**src/rtl/reg_bank_param_if.sv**
```systemverilog
// Bus bundle between the register bank (slave) and the control unit / ALU / PC side (master).
// Carries read indices, the three write sources and the registered read results.
interface reg_bank_param_if #(
  parameter int DATA_W = 16,
  parameter int ADDR_W = 4
);
  logic [ADDR_W-1:0] src_reg;
  logic [ADDR_W-1:0] dst_reg;
  logic              wr_en;
  logic [ADDR_W-1:0] wr_reg;
  logic [DATA_W-1:0] wr_data;
  logic              pc_inc;
  logic [DATA_W-1:0] pc_data_in;
  logic              sr_wr_en;
  logic [DATA_W-1:0] sr_data_in;
  logic [ADDR_W-1:0] dbg_sel;
  logic [DATA_W-1:0] a;
  logic [DATA_W-1:0] b;
  logic [DATA_W-1:0] pc_data_out;
  logic [DATA_W-1:0] dbg_out;
  logic              ready;

  modport master (
    output src_reg, dst_reg, wr_en, wr_reg, wr_data,
    output pc_inc, pc_data_in, sr_wr_en, sr_data_in, dbg_sel,
    input  a, b, pc_data_out, dbg_out, ready
  );

  modport slave (
    input  src_reg, dst_reg, wr_en, wr_reg, wr_data,
    input  pc_inc, pc_data_in, sr_wr_en, sr_data_in, dbg_sel,
    output a, b, pc_data_out, dbg_out, ready
  );
endinterface

```
**src/rtl/reg_bank_param.sv**
```systemverilog
// 2**ADDR_W x DATA_W register bank: self-clearing after reset, four registered read ports, three write sources.
// Define REG_BANK_BYPASS_EN for write-first read ports; otherwise reads return pre-write contents.
module reg_bank_param #(
  parameter int DATA_W = 16,
  parameter int ADDR_W = 4,
  parameter int PC_IDX = 0,
  parameter int SR_IDX = 2
) (
  input logic              clk,
  input logic              rst,
  reg_bank_param_if.slave  bus
);
  localparam int NREGS  = 2 ** ADDR_W;
  localparam int NPORTS = 4;

  typedef enum logic {ST_INIT, ST_RUN} state_t;

  state_t            state_reg, state_next;
  logic [ADDR_W-1:0] init_cnt_reg, init_cnt_next;
  logic              init_we;
  logic              run_en;

  logic [DATA_W-1:0] regmem [NREGS];
  logic [NREGS-1:0]  wr_hit;
  logic [DATA_W-1:0] wr_val [NREGS];

  logic [ADDR_W-1:0] rd_idx  [NPORTS];
  logic [DATA_W-1:0] rd_next [NPORTS];
  logic [DATA_W-1:0] rd_q    [NPORTS];

  // ---------------- init / run FSM ----------------
  always_ff @(posedge clk or posedge rst) begin
    if (rst) begin
      state_reg    <= ST_INIT;
      init_cnt_reg <= '0;
    end else begin
      state_reg    <= state_next;
      init_cnt_reg <= init_cnt_next;
    end
  end

  always_comb begin
    state_next    = state_reg;
    init_cnt_next = init_cnt_reg;
    case (state_reg)
      ST_INIT: begin
        init_cnt_next = init_cnt_reg + ADDR_W'(1);
        if (init_cnt_reg == '1) state_next = ST_RUN;
      end
      ST_RUN:  state_next = ST_RUN;
      default: state_next = ST_INIT;
    endcase
  end

  always_comb begin
    init_we = 1'b0;
    run_en  = 1'b0;
    case (state_reg)
      ST_INIT: init_we = 1'b1;
      ST_RUN:  run_en  = 1'b1;
      default: init_we = 1'b0;
    endcase
  end

  assign bus.ready = run_en;

  // ---------------- storage: one register per index ----------------
  // Each register resolves its own write: general write beats PC/SR strobes.
  generate
    for (genvar gi = 0; gi < NREGS; gi++) begin : g_reg
      localparam bit IS_PC = (gi == PC_IDX);
      localparam bit IS_SR = (gi == SR_IDX);

      logic              gen_hit;
      logic              pc_hit;
      logic              sr_hit;
      logic [DATA_W-1:0] q_reg;

      assign gen_hit = bus.wr_en && (bus.wr_reg == ADDR_W'(gi));
      assign pc_hit  = IS_PC && bus.pc_inc;
      assign sr_hit  = IS_SR && bus.sr_wr_en;

      assign wr_hit[gi] = run_en && (gen_hit || pc_hit || sr_hit);
      assign wr_val[gi] = gen_hit ? bus.wr_data    :
                          pc_hit  ? bus.pc_data_in :
                                    bus.sr_data_in;

      // No reset on the array itself; the INIT sweep clears it.
      always_ff @(posedge clk) begin
        if (init_we && (init_cnt_reg == ADDR_W'(gi))) begin
          q_reg <= '0;
        end else if (wr_hit[gi]) begin
          q_reg <= wr_val[gi];
        end
      end

      assign regmem[gi] = q_reg;
    end
  endgenerate

  // ---------------- registered read ports ----------------
  assign rd_idx[0] = bus.src_reg;
  assign rd_idx[1] = bus.dst_reg;
  assign rd_idx[2] = ADDR_W'(PC_IDX);
  assign rd_idx[3] = bus.dbg_sel;

  generate
    for (genvar gi = 0; gi < NPORTS; gi++) begin : g_port
      logic [DATA_W-1:0] q_reg;

`ifdef REG_BANK_BYPASS_EN
      assign rd_next[gi] = wr_hit[rd_idx[gi]] ? wr_val[rd_idx[gi]] : regmem[rd_idx[gi]];
`else
      assign rd_next[gi] = regmem[rd_idx[gi]];
`endif

      // Outputs read as zero until the bank reaches RUN.
      always_ff @(posedge clk or posedge rst) begin
        if (rst) begin
          q_reg <= '0;
        end else if (run_en) begin
          q_reg <= rd_next[gi];
        end else begin
          q_reg <= '0;
        end
      end

      assign rd_q[gi] = q_reg;
    end
  endgenerate

  assign bus.a           = rd_q[0];
  assign bus.b           = rd_q[1];
  assign bus.pc_data_out = rd_q[2];
  assign bus.dbg_out     = rd_q[3];

endmodule

```
**src/flat_wrapper.sv**
```systemverilog
// flat-port wrapper written by rule: the top's interface ports become plain ports
module reg_bank_param_flat 
#(
  parameter int DATA_W = 16,
  parameter int ADDR_W = 4,
  parameter int PC_IDX = 0,
  parameter int SR_IDX = 2
)
  (clk, rst, bus_src_reg, bus_dst_reg, bus_wr_en, bus_wr_reg, bus_wr_data, bus_pc_inc, bus_pc_data_in, bus_sr_wr_en, bus_sr_data_in, bus_dbg_sel, bus_a, bus_b, bus_pc_data_out, bus_dbg_out, bus_ready);
  reg_bank_param_if #(.DATA_W(DATA_W), .ADDR_W(ADDR_W)) bus_i ();
  input logic clk;
  input logic rst;
  input wire logic [$bits(bus_i.src_reg)-1:0] bus_src_reg;
  input wire logic [$bits(bus_i.dst_reg)-1:0] bus_dst_reg;
  input wire logic [$bits(bus_i.wr_en)-1:0] bus_wr_en;
  input wire logic [$bits(bus_i.wr_reg)-1:0] bus_wr_reg;
  input wire logic [$bits(bus_i.wr_data)-1:0] bus_wr_data;
  input wire logic [$bits(bus_i.pc_inc)-1:0] bus_pc_inc;
  input wire logic [$bits(bus_i.pc_data_in)-1:0] bus_pc_data_in;
  input wire logic [$bits(bus_i.sr_wr_en)-1:0] bus_sr_wr_en;
  input wire logic [$bits(bus_i.sr_data_in)-1:0] bus_sr_data_in;
  input wire logic [$bits(bus_i.dbg_sel)-1:0] bus_dbg_sel;
  output wire logic [$bits(bus_i.a)-1:0] bus_a;
  output wire logic [$bits(bus_i.b)-1:0] bus_b;
  output wire logic [$bits(bus_i.pc_data_out)-1:0] bus_pc_data_out;
  output wire logic [$bits(bus_i.dbg_out)-1:0] bus_dbg_out;
  output wire logic [$bits(bus_i.ready)-1:0] bus_ready;
  assign bus_i.src_reg = bus_src_reg;
  assign bus_i.dst_reg = bus_dst_reg;
  assign bus_i.wr_en = bus_wr_en;
  assign bus_i.wr_reg = bus_wr_reg;
  assign bus_i.wr_data = bus_wr_data;
  assign bus_i.pc_inc = bus_pc_inc;
  assign bus_i.pc_data_in = bus_pc_data_in;
  assign bus_i.sr_wr_en = bus_sr_wr_en;
  assign bus_i.sr_data_in = bus_sr_data_in;
  assign bus_i.dbg_sel = bus_dbg_sel;
  assign bus_a = bus_i.a;
  assign bus_b = bus_i.b;
  assign bus_pc_data_out = bus_i.pc_data_out;
  assign bus_dbg_out = bus_i.dbg_out;
  assign bus_ready = bus_i.ready;
  reg_bank_param #(.DATA_W(DATA_W), .ADDR_W(ADDR_W), .PC_IDX(PC_IDX), .SR_IDX(SR_IDX)) u_core (.clk(clk), .rst(rst), .bus(bus_i));
endmodule
```
**config.mk**
```make
export PLATFORM = sky130hd
export DESIGN_NAME = reg_bank_param_flat
export DESIGN_NICKNAME = d
export VERILOG_FILES = /design/src/rtl/reg_bank_param_if.sv /design/src/rtl/reg_bank_param.sv /design/src/flat_wrapper.sv
export SDC_FILE = /design/constraint.sdc
export NUM_CORES = 1
export LEC_CHECK = 0
export CORE_UTILIZATION = 59
export CTS_CLUSTER_DIAMETER = 120
export DETAILED_ROUTE_END_ITERATION = 8
export PLACE_DENSITY_LB_ADDON = 0.1
export REMOVE_ABC_BUFFERS = 1
export SLEW_MARGIN = 25
export SYNTH_ARGS = -nofsm -noshare
export SYNTH_HDL_FRONTEND = slang
export SYNTH_SLANG_ARGS = --single-unit
```
**constraint.sdc**
```tcl
create_clock -name clk -period 2.8 [get_ports clk]
set_clock_uncertainty 0.1 [all_clocks]
set_input_delay 0.56 -clock clk [delete_from_list [all_inputs] [get_ports clk]]
set_output_delay 0.56 -clock clk [all_outputs]
set_load 0.05 [all_outputs]
```
* After elaboration in Yosys (flattened, before gate mapping)
Cells that the tools add are included.
** Operators by class
- $add $sub $neg :: 1
- Reductions and logical operators :: 52
- Order comparisons :: 3
- Bitwise logic cells :: 4
- Multiplexer cells :: 34
- Equality and inequality tests :: 30
** Operators by type and width (number)
- 16-bit two-way mux :: 27
- 16-bit binary-select mux with 4-bit select :: 3
- 4-bit == test, second input constant :: 16
- 1-bit logical AND :: 48
- 4-bit by 3-bit == test with 1-bit output, second input constant :: 8
- 4-bit by 2-bit == test with 1-bit output, second input constant :: 4
- 5-bit >= comparator, second input constant :: 3
- 4-bit NOT with 5-bit output :: 3
- 4-bit by 1-bit == test with 1-bit output, second input constant :: 2
- 4-bit zero test :: 2
- 4-bit by 1-bit adder with 4-bit output, second input constant :: 1
- 1-bit two-way mux :: 3
- 1-bit logical OR :: 2
- 1-bit one-hot mux with 2 select lines :: 1
- 1-bit NOT :: 1
** Storage, ports and cells
- Output and inout bits :: 65
- Bits in registers :: 325

* Longest topological paths before layout
- Depth in word-level cells :: 5
- Gate-level depth with buffers :: 8
- Depth with buffers taken out :: 4

* Worst setup path after synthesis
OpenSTA, ideal clock, no wires.
- Path type :: reg2reg
- Start point :: register u_core.state_reg
- End point :: register u_core.g_reg[1].q_reg[10]
- Required time :: 2572 ps
- Setup slack :: 661 ps
- Period minus slack after synthesis :: 2139 ps
- Stages on the path, launching flop included :: 8
- Arrival time :: 1911 ps
- Library setup time :: 128 ps
- Path buffers :: 3
- Cells stage by stage :: dfrtp_1 buf_4 nand2_1 or4_1 buf_4 buf_6 mux2i_1 nor2_1
** Between the ends
- Longest elaborated chain between the ends :: 2
** Ends and longest elaborated chain
- start: declaration :: line reg_bank_param.sv:18 : state_t state_reg, state_next;
- start signal: assignment :: line reg_bank_param.sv:37 : state_reg <= state_next;
- 1-bit two-way mux :: line reg_bank_param.sv:58 : case (state_reg)
- 1-bit logical AND (on tied branches) :: line reg_bank_param.sv:83, reg_bank_param.sv:90
- end signal: assignment :: line reg_bank_param.sv:93 : q_reg <= wr_val[gi];
- end: declaration :: line reg_bank_param.sv:77 : logic [DATA_W-1:0] q_reg;
Several ways; a longest one is shown, not always the timed one.
A chain may end at the register's enable or synchronous reset.

* Worst setup path after layout
- Start point :: register u_core.state_reg
- End point :: output port bus_ready
** Between the ends
- Longest elaborated chain between the ends :: 1
** Ends and longest elaborated chain
- 1-bit two-way mux :: line reg_bank_param.sv:58
- end: declaration :: line flat_wrapper.sv:27 : output wire logic [$bits(bus_i.ready)-1:0] bus_ready;
Every way passes these cells.

==> results.json <==
{
  "hold_path.class": "in -> async",
  "core-area_mm2": 0.02972,
  "cts.clk_slew.worst_paths_ns": 0.06,
  "leakagePower_nw": 8.967,
  "yosys.area.top_type": "dfxtp_1",
  "synth-seq-cells": 325,
  "ir_drop_v": 0.0005450,
  "crit_buf_inv": 1,
  "syn2layout_area_growth_pct": 19.26,
  "pwr_density_cell_mw_per_mm2": 701.8,
  "hold_viol": 0,
  "place_congestion": 1.001,
  "routed_wirelength_um": 66960,
  "grt_antenna_before_repair": 1,
  "place_hpwl_um": 45890,
  "holdBufCountCts": 0,
  "grt-busiest-layer": "met2",
  "drive_gt1_share_pct": 16.08,
  "arrival_ns": 2.08,
  "grt_start_max_net_pins": 52,
  "status": "finished, final reports clean",
  "clkSinkCount": 325,
  "crit_family": "buffers and inverters",
  "fin_tns_setup_ns": 0,
  "cts_buffers": 37,
  "syn_inst": 1898,
  "finalCoreUtilization_pct": 71.68,
  "grt_pass1_vias": 16678,
  "synth_top_area_share_pct": 28.69,
  "cts_tree": "yes",
  "path_cells": "clkdlybuf4s50_1",
  "setup_viol": 0,
  "synth_flop_cell": "dfxtp_1",
  "die_w_um": 176.0,
  "worstSetupStartpointType": "flop",
  "stdcell_count": 2437,
  "num-nets-final": 2090,
  "crit_path_max_fanout": 14,
  "drtIter0Drc": 2461,
  "fin_crit_sh_pct": 97.68,
  "path_class": "reg -> out",
  "synth_edf_count": 0,
  "initial_core_util_pct": 60.10,
  "largest_reg_flops": 256,
  "max_stage_delay_ns": 0.90,
  "placedCellCount": 2368,
  "met2_usage_pct": 65.74,
  "placed_cell_area_mm2": 0.02011,
  "seq_area_frac_synth_pct": 38.36,
  "crit_required_ns": 2.14,
  "netlist_area_mm2": 0.01786,
  "design_area_mm2": 0.02130,
  "slew_headroom_pct": 35.34,
  "ys_types": 46,
  "ys_async_sr_fraction_pct": 21.23,
  "period_minus_slack_ns": 2.735,
  "syn_area_per_cell_um2": 9.410,
  "h-tree-depth": 2,
  "root_buffer": "clkbuf_16",
  "synth_common_cells": "nand2_1, dfxtp_1, mux2i_1",
  "route.detailed.drc": 0,
  "cap_violations": 0,
  "rows": 63,
  "cp-end-kind": "primary output",
  "overflow": 0,
  "vias_per_cell": 6.929,
  "met1_usage_pct": 54.57,
  "rsz0062_at_grt": "false",
  "worst_pin_slew_ns": 0.9679,
  "clk_latency_ns": 0.54,
  "crit_path_top_delay_cell": "clkdlybuf4s50_1",
  "yosysWarnings": 0,
  "portBuffers": 133,
  "io_pins": 134,
  "wl_per_cell_um": 27.48,
  "die_h_um": 176.0,
  "fmax_mhz": 365.6,
  "die-area_mm2": 0.03097,
  "use_met3_pct": 10.21,
  "ant_nets": 0,
  "cts-resized-gates": 0,
  "grt_pass1_wl_um": 99460,
  "first_pass_iters": 6,
  "vias": 16885,
  "clk_path_buf_depth": 3,
  "synthTopCellsByArea": "dfxtp_1, mux4_2, mux2i_1, dfrtp_1, nand2_1",
  "post_cts_buffers": 0,
  "grt_use_total_pct": 43.46,
  "drv_slew": 0,
  "power.total_mw": 14.95,
  "synth.most_common_cell": "nand2_1"
}
==> cell usage in the layout (no fill, tap or decap), types with 6 or more instances in the layout <==
cell / n
a21oi_1: 230
o21ai_0: 50
buf_4: 119
clkbuf_8: 9
dfrtp_1: 68
and2_1: 23
nand2_1: 439
o22ai_1: 28
dfxtp_1: 256
nor3_1: 17
buf_12: 22
a211oi_1: 18
o211a_1: 16
and3_1: 12
mux4_2: 116
nor2_1: 48
clkbuf_1: 14
nor2b_1: 9
nand2b_1: 22
mux2i_1: 238
clkbuf_16: 39
a22oi_1: 40
clkinv_2: 6
clkdlybuf4s50_1: 127
a221oi_1: 34
==> final timing paths <==
kind	from	end	slack [ns]	cells past startpoint
hold reg to reg	u_core.g_reg[7].q_reg[11]	u_core.g_reg[7].q_reg[11]	0.38	2
setup reg to reg	u_core.state_reg	u_core.g_reg[1].q_reg[1]	0.40	6
min in group clk	u_core.g_reg[7].q_reg[11]	u_core.g_reg[7].q_reg[11]	0.38	2
hold / removal	rst	u_core.bus.dbg_out[15]	0.35	2
setup / recovery	u_core.state_reg	bus_ready	0.06	1
max in group asynchronous	rst	u_core.state_reg	1.55	3
==> cell type report <==
cell class / count / area, um2
Fill cell: 2216 / 8416
Antenna cell: 1 / 2.502
Sequential cell: 325 / 6853
Tap cell: 390 / 488.0
Multi-Input combinational cell: 1374 / 10110
Clock buffer: 62 / 1152
Inverter: 6 / 23.77
Timing Repair Buffer: 273 / 2643
Clock inverter: 6 / 33.78
==> cells by family after synthesis <==
| family | share of synthesized area [%] |
|---|---|
| AND/OR/NAND/NOR | 13.95 |
| flip-flops | 38.36 |
| XOR/XNOR | 0.1471 |
| AO/OA/AOI/OAI | 14.14 |
| buffers and inverters | 5.086 |
| multiplexers | 28.03 |
| adder cells (fa/ha/maj) | 0.2802 |
==> worst register-to-register path, stage by stage, from the launching register on <==
cell and delay (ns):
dfrtp_2 0.66, buf_4 0.32, nand2_1 0.14, or4_1 0.50
buf_4 0.27, mux2i_1 0.24, nor2_1 0.06
==> layer usage <==
layer | vias up | wire, um
li1 | 7062 | -
met1 | 8074 | 23830
met2 | 1396 | 29290
met3 | 353 | 8597
met4 | 0 | 5246
met5 | - | 0
==> power breakdown <==
part	total, mW	internal, mW	switching [mW]
Sequential	6.32	5.49	0.834
Combinational	3.87	1.78	2.09
Clock	4.75	2.80	1.95
Total	14.9	10.1	4.87
==> through the flow <==
stage               hold slack [ns]  worst slack, ns
finish                       0.3450          0.06492
global route                 0.3904          0.01875
CTS                          0.3593          0.05910
detailed placement           0.3710           0.1514
global placement             0.3608           0.1836
floorplan                    0.3527          -0.4193
Note: power is estimated with default switching activity, not from simulation.
